**src/rtl/atomic_bus_master.sv**
```systemverilog
// Wishbone initiator for RV32A lr.w/sc.w/amo*.w, issuing tagged, lockable bus cycles.
// addr_tag_o = {mode, lock}; define AMO_MINMAX_EN to support amomin/amomax(u).
module atomic_bus_master #(
    parameter int unsigned TIMEOUT_CYCLES = 64
) (
    input  logic        clk_i,
    input  logic        rst_i,
    input  logic        req_i,
    input  logic [3:0]  req_op_i,
    input  logic [31:0] req_addr_i,
    input  logic [31:0] req_data_i,
    output logic        busy_o,
    output logic        done_o,
    output logic        fault_o,
    output logic [31:0] result_o,
    output logic        cyc_o,
    output logic        stb_o,
    output logic        we_o,
    output logic [31:0] addr_o,
    output logic [2:0]  addr_tag_o,
    output logic [31:0] data_o,
    output logic [3:0]  sel_o,
    input  logic        ack_i,
    input  logic        err_i,
    input  logic [31:0] data_i,
    input  logic        data_tag_i
);
    localparam logic [1:0] TAG_MODE_LRSC = 2'd1;
    localparam logic [1:0] TAG_MODE_AMO  = 2'd2;
    localparam logic       TAG_LOCK      = 1'b1;
    localparam logic       TAG_UNLOCK    = 1'b0;

    localparam logic [3:0] OP_LR   = 4'd0;
    localparam logic [3:0] OP_SC   = 4'd1;
    localparam logic [3:0] OP_ADD  = 4'd3;
    localparam logic [3:0] OP_XOR  = 4'd4;
    localparam logic [3:0] OP_AND  = 4'd5;
    localparam logic [3:0] OP_OR   = 4'd6;
`ifdef AMO_MINMAX_EN
    localparam logic [3:0] OP_MIN  = 4'd7;
    localparam logic [3:0] OP_MAX  = 4'd8;
    localparam logic [3:0] OP_MINU = 4'd9;
    localparam logic [3:0] OP_MAXU = 4'd10;
`endif

    localparam int TW = (TIMEOUT_CYCLES > 1) ? $clog2(TIMEOUT_CYCLES) : 1;
    localparam logic [TW-1:0] TMO_LAST =
        TW'((TIMEOUT_CYCLES == 0) ? 0 : TIMEOUT_CYCLES - 1);
    localparam bit TMO_EN = (TIMEOUT_CYCLES != 0);

    typedef enum logic [2:0] {
        S_IDLE,
        S_RD,
        S_GAP,
        S_WR,
        S_FIN
    } state_t;

    state_t        state_q, state_d;
    logic [3:0]    op_q, op_d;
    logic [31:0]   addr_q, addr_d;
    logic [31:0]   rs2_q, rs2_d;
    logic [31:0]   old_q, old_d;
    logic [31:0]   wdata_q, wdata_d;
    logic [31:0]   result_q, result_d;
    logic          fault_q, fault_d;
    logic [TW-1:0] tmo_q, tmo_d;
    logic          tmo_hit;
    logic [1:0]    mode_w;

    function automatic logic op_illegal(input logic [3:0] op);
`ifdef AMO_MINMAX_EN
        return op > OP_MAXU;
`else
        return op > OP_OR;
`endif
    endfunction

    function automatic logic [31:0] amo_calc(input logic [3:0]  op,
                                             input logic [31:0] a,
                                             input logic [31:0] b);
        logic [31:0] r;
        r = b;
        case (op)
            OP_ADD:  r = a + b;
            OP_XOR:  r = a ^ b;
            OP_AND:  r = a & b;
            OP_OR:   r = a | b;
`ifdef AMO_MINMAX_EN
            OP_MIN:  r = ($signed(a) < $signed(b)) ? a : b;
            OP_MAX:  r = ($signed(a) > $signed(b)) ? a : b;
            OP_MINU: r = (a < b) ? a : b;
            OP_MAXU: r = (a > b) ? a : b;
`endif
            default: r = b;
        endcase
        return r;
    endfunction

    assign tmo_hit = TMO_EN && (tmo_q == TMO_LAST);
    assign mode_w  = (op_q == OP_LR || op_q == OP_SC) ? TAG_MODE_LRSC : TAG_MODE_AMO;

    always_comb begin
        state_d    = state_q;
        op_d       = op_q;
        addr_d     = addr_q;
        rs2_d      = rs2_q;
        old_d      = old_q;
        wdata_d    = wdata_q;
        result_d   = result_q;
        fault_d    = fault_q;
        tmo_d      = '0;
        cyc_o      = 1'b0;
        stb_o      = 1'b0;
        we_o       = 1'b0;
        addr_tag_o = '0;
        case (state_q)
            S_IDLE: begin
                if (req_i) begin
                    op_d    = req_op_i;
                    addr_d  = req_addr_i;
                    rs2_d   = req_data_i;
                    wdata_d = req_data_i;
                    fault_d = 1'b0;
                    if (req_addr_i[1:0] != 2'b00 || op_illegal(req_op_i)) begin
                        fault_d  = 1'b1;
                        result_d = '0;
                        state_d  = S_FIN;
                    end else if (req_op_i == OP_SC) begin
                        state_d = S_WR;
                    end else begin
                        state_d = S_RD;
                    end
                end
            end
            S_RD: begin
                cyc_o      = 1'b1;
                stb_o      = 1'b1;
                addr_tag_o = {mode_w, TAG_LOCK};
                if (err_i) begin
                    fault_d  = 1'b1;
                    result_d = '0;
                    state_d  = S_FIN;
                end else if (ack_i) begin
                    old_d = data_i;
                    if (op_q == OP_LR) begin
                        result_d = data_i;
                        state_d  = S_FIN;
                    end else begin
                        state_d = S_GAP;
                    end
                end else if (tmo_hit) begin
                    fault_d  = 1'b1;
                    result_d = '0;
                    state_d  = S_FIN;
                end else begin
                    tmo_d = tmo_q + 1'b1;
                end
            end
            S_GAP: begin
                // Strobe low for one cycle so the responder drops its read ack.
                cyc_o      = 1'b1;
                addr_tag_o = {mode_w, TAG_LOCK};
                wdata_d    = amo_calc(op_q, old_q, rs2_q);
                state_d    = S_WR;
            end
            S_WR: begin
                cyc_o      = 1'b1;
                stb_o      = 1'b1;
                we_o       = 1'b1;
                addr_tag_o = {mode_w, TAG_UNLOCK};
                if (err_i) begin
                    fault_d  = 1'b1;
                    result_d = '0;
                    state_d  = S_FIN;
                end else if (ack_i) begin
                    result_d = (op_q == OP_SC) ? {31'b0, data_tag_i} : old_q;
                    state_d  = S_FIN;
                end else if (tmo_hit) begin
                    fault_d  = 1'b1;
                    result_d = '0;
                    state_d  = S_FIN;
                end else begin
                    tmo_d = tmo_q + 1'b1;
                end
            end
            S_FIN: begin
                state_d = S_IDLE;
            end
            default: begin
                state_d = S_IDLE;
            end
        endcase
    end

    assign busy_o   = (state_q != S_IDLE);
    assign done_o   = (state_q == S_FIN);
    assign fault_o  = done_o & fault_q;
    assign result_o = result_q;
    assign sel_o    = cyc_o ? 4'hF : 4'h0;
    assign addr_o   = cyc_o ? addr_q : '0;
    assign data_o   = we_o ? wdata_q : '0;

    always_ff @(posedge clk_i or posedge rst_i) begin
        if (rst_i) begin
            state_q  <= S_IDLE;
            op_q     <= '0;
            addr_q   <= '0;
            rs2_q    <= '0;
            old_q    <= '0;
            wdata_q  <= '0;
            result_q <= '0;
            fault_q  <= 1'b0;
            tmo_q    <= '0;
        end else begin
            state_q  <= state_d;
            op_q     <= op_d;
            addr_q   <= addr_d;
            rs2_q    <= rs2_d;
            old_q    <= old_d;
            wdata_q  <= wdata_d;
            result_q <= result_d;
            fault_q  <= fault_d;
            tmo_q    <= tmo_d;
        end
    end
endmodule

```
**config.mk**
```make
export PLATFORM = sky130hd
export DESIGN_NAME = atomic_bus_master
export DESIGN_NICKNAME = d
export VERILOG_FILES = /design/src/rtl/atomic_bus_master.sv
export SDC_FILE = /design/constraint.sdc
export NUM_CORES = 1
export LEC_CHECK = 0
export BUFFER_PORTS_ARGS = -buffer_cell sky130_fd_sc_hd__clkbuf_2
export CORE_MARGIN = 2
export CORE_UTILIZATION = 45
export DETAILED_ROUTE_END_ITERATION = 6
export GPL_ROUTABILITY_DRIVEN = 1
export HOLD_SLACK_MARGIN = 0.03
export PLACE_DENSITY = 0.7
export SLEW_MARGIN = 20
export SYNTH_ARGS = -nofsm -noshare
export SYNTH_HDL_FRONTEND = slang
export SYNTH_SLANG_ARGS = --single-unit
```
**constraint.sdc**
```tcl
create_clock -name clk_i -period 5.5 [get_ports clk_i]
set_input_delay 0.825 -clock clk_i [delete_from_list [all_inputs] [get_ports clk_i]]
set_output_delay 0.825 -clock clk_i [all_outputs]
set_load 0.005 [all_outputs]
```
==> results.txt <==
number of cells produced by synthesis: 1272
Starting Density: 45.51%
Placed Instances: 1729
Reg2Reg Launch Point: op_q[1]
Hold Buf Count CTS: 0
Layout Nets: 1596
delay-heaviest family, CP: simple AND/OR/NAND/NOR gates
root buffer cell: clkbuf_16
CTS resizes: 0
vias: 9844
critical path peak fanout: 33
grt ovf: 0
routed len/inst: 18.02 µm
Yosys warning total: 0
Top FF cell, synth: dfrtp_1
die area: 25640 µm²
first-pass GRT wire length: 51.36 mm
Final Cycle Share: 61.52%
total power: 4.430 mW
Seq cells post-synth: 174
post-synth net total: 1444
Final Max Slew Viols: 0
Min-Delay Path Class: flop to flop
P&R area growth vs syn: 16.43%
worst-margin pin slew: 1050 ps
fill count: 2316
Total Wirelength: 31.74 mm
Critical Path Slowest Stage Cell: nor3_1
CORE AREA: 24110 µm²
DRC: 0
RSZ-0062 raised after global routing: no
setup TNS: 0 ps
Fmax: 295.5 MHz
flop2flop setup slack: 2120 ps
row count: 57
critical path class: flop to flop
Worst EP required: 5850 ps
Slew HR: 29.81%
Tot GR Track Use: 24.99%
antenna cells: 0
Register-to-Register Path Depth: 7
hpwl dp: 22.10 mm
Power Dens Cells: 346.8 nW/µm²
WP data arrival: 3740 ps
I/O Pins: 215
Post-Syn Area: 10970 µm²
reg-to-reg endpoint: result_o[0]
Yosys cell types: 66
IO buf count: 214
worst path cell trace: nor3_1 -> a31o_1 -> nand3_2 -> nor2_2 -> buf_4 -> o2111ai_1 -> o21ai_1
setup violators final: 0
Clock Skews: 12.05 ps
clock sinks: 174
share of layout cells above drive strength 1: 22.13%
Seq/Total Area, Yosys: 39.69%
capture point of the worst path: result_o[0]
critical path depth: 7
storage element area: 4355 µm²
largest net degree at the start of global routing: 175
Pleak: 6.497 nW
later-pin clock latency in the skew report: 430 ps
antenna-violating nets left: 0
VDD IR-drop max: 211.2 µV
CTS Buf Count: 17
routability cong.: 0.9524
drt initial violations: 813
max cap viols: 0
Final Critical Period: 3384 ps
Hold Vio Cnt, Final: 0
Post-CTS Setup Bufs: 0
Critical Path Start Type: flop
ys async rst share: 100.0%
Post-Syn Area per Cell: 8.625 µm²
Chip Width: 160.1 µm
crit path launch: op_q[1]
CTS tree: done
routed vias/inst: 5.590
post-route insts no fill: 1761
CP peak stage delay: 810 ps
footprint of the multi-input gates: 5974 µm²
clk slew on worst S/H paths: 70 ps
# H-tree levels: 4
EDFF count, synth: 0
number of global-route vias before repair: 9496
Worst setup EP type: flop
outcome: completed
die height: 160.1 µm
initial antenna violation count: 0
Max Root-Sink Buffers: 2
number of buffers and inverters on the critical path: 1
1st-pass router iterations: 5
cells by family after synthesis:
kind of cell	synth area share [%]
muxes	3.376
adders and majority gates	7.596
and+or+nand+nor	18.75
AOI/OAI and AO/OA	22.05
buffers and inverters	6.387
DFF	39.69
xor gates and xnor gates	2.156
routing by layer:
metal  vias up  routed length (µm)  track usage, %
met5         -                   0               0
met4         0                 582           7.248
met3        35                1918           4.182
met2       356               14240           38.92
met1      4732               15000           35.95
li1       4721                   -               -
flip-flops by register name (all words and copies together), names as in the netlist:
| name | flops |
|---|---|
| addr_q | 32 |
| fault_q | 1 |
| old_q | 32 |
| op_q | 4 |
| result_o | 32 |
| rs2_q | 32 |
| state_q | 3 |
| tmo_q | 6 |
| wdata_q | 32 |
area by class of cell:
cell class | count | area share, %
clock buffers | 20 | 3.575
clock inverters | 12 | 0.8718
inverters | 78 | 2.321
multi-input cells | 927 | 46.77
flip-flops and latches | 174 | 34.10
well taps | 324 | 3.174
repair buffers | 226 | 9.188
worst min-delay path: cells and delay by family (launching register included):
| family | cells | cell delay (ps) |
|---|---|---|
| AND/OR/NAND/NOR | 2 | 100 |
| flip-flops | 1 | 340 |
power breakdown:
| group | switching [mW] | leakage, nW | total, mW | internal (mW) |
|---|---|---|---|---|
| Combinational | 0.847 | 4.02 | 1.43 | 0.586 |
| Clock | 0.541 | 0.273 | 1.19 | 0.651 |
| Sequential | 0.260 | 2.20 | 1.80 | 1.54 |
| Total | 1.65 | 6.50 | 4.43 | 2.78 |
how the worst min path moves through the flow:
stage / start / end / slack, ps / cells past startpoint
after floorplan: tmo_q[0] / tmo_q[0] / 430 / 1
after global placement: addr_q[25] / addr_q[25] / 450 / 2
after detailed placement: addr_q[21] / addr_q[21] / 450 / 2
after CTS: addr_q[21] / addr_q[21] / 470 / 2
after global routing: addr_q[26] / addr_q[26] / 490 / 2
final: addr_q[25] / addr_q[25] / 470 / 2
synth_stat cells (4+ instances only):
cell type | instances | share of area (%)
buf_2 | 10 | 0.46
o22a_1 | 33 | 2.6
inv_1 | 78 | 2.7
xnor2_1 | 16 | 1.3
o21bai_1 | 4 | 0.27
mux2_2 | 32 | 3.3
nor3_1 | 15 | 0.68
nand3_1 | 12 | 0.55
clkbuf_1 | 65 | 2.2
nand2b_1 | 38 | 2.2
and2_1 | 40 | 2.3
a211oi_1 | 12 | 0.82
nor2_1 | 47 | 1.6
o21ai_0 | 79 | 3.6
nand4_1 | 5 | 0.29
dfrtp_1 | 174 | 40
a31oi_1 | 45 | 2.6
and3_1 | 35 | 2.0
nor2b_1 | 9 | 0.51
nand2_1 | 233 | 8.0
a221o_1 | 13 | 1.2
xor2_1 | 11 | 0.88
a21o_1 | 24 | 1.6
a22oi_1 | 4 | 0.27
o21ai_1 | 12 | 0.55
buf_1 | 7 | 0.24
a22o_1 | 5 | 0.40
o211ai_1 | 5 | 0.34
a21oi_1 | 70 | 3.2
buf_4 | 9 | 0.62
a221oi_1 | 16 | 1.3
ha_1 | 65 | 7.4
cell usage in the layout, fill, tap and decap left out, types with 33 or more instances in the layout:
master	synthesis	final
dfrtp_1	174	173
nand2b_1	38	38
nand2_1	233	233
and2_1	40	38
inv_1	78	77
ha_1	65	65
clkbuf_2	0	214
o22a_1	33	33
o21ai_0	79	79
a21oi_1	70	70
and3_1	35	35
a31oi_1	45	45
nor2_1	47	45
through the flow:
step / hold slack [ps] / util [%] / instance area, µm² / worst slack (ps)
after floorplan: 432.9 / - / 10970 / 2450
after global placement: 448.3 / 50.61 / 12200 / 2044
after detailed placement: 454.5 / 50.61 / 12200 / 2012
after CTS: 471.9 / 52.97 / 12770 / 2136
after global routing: 485.5 / 52.99 / 12770 / 1893
final: 467.5 / 52.99 / 12770 / 2116
Note: power is estimated with default switching activity, not from simulation.
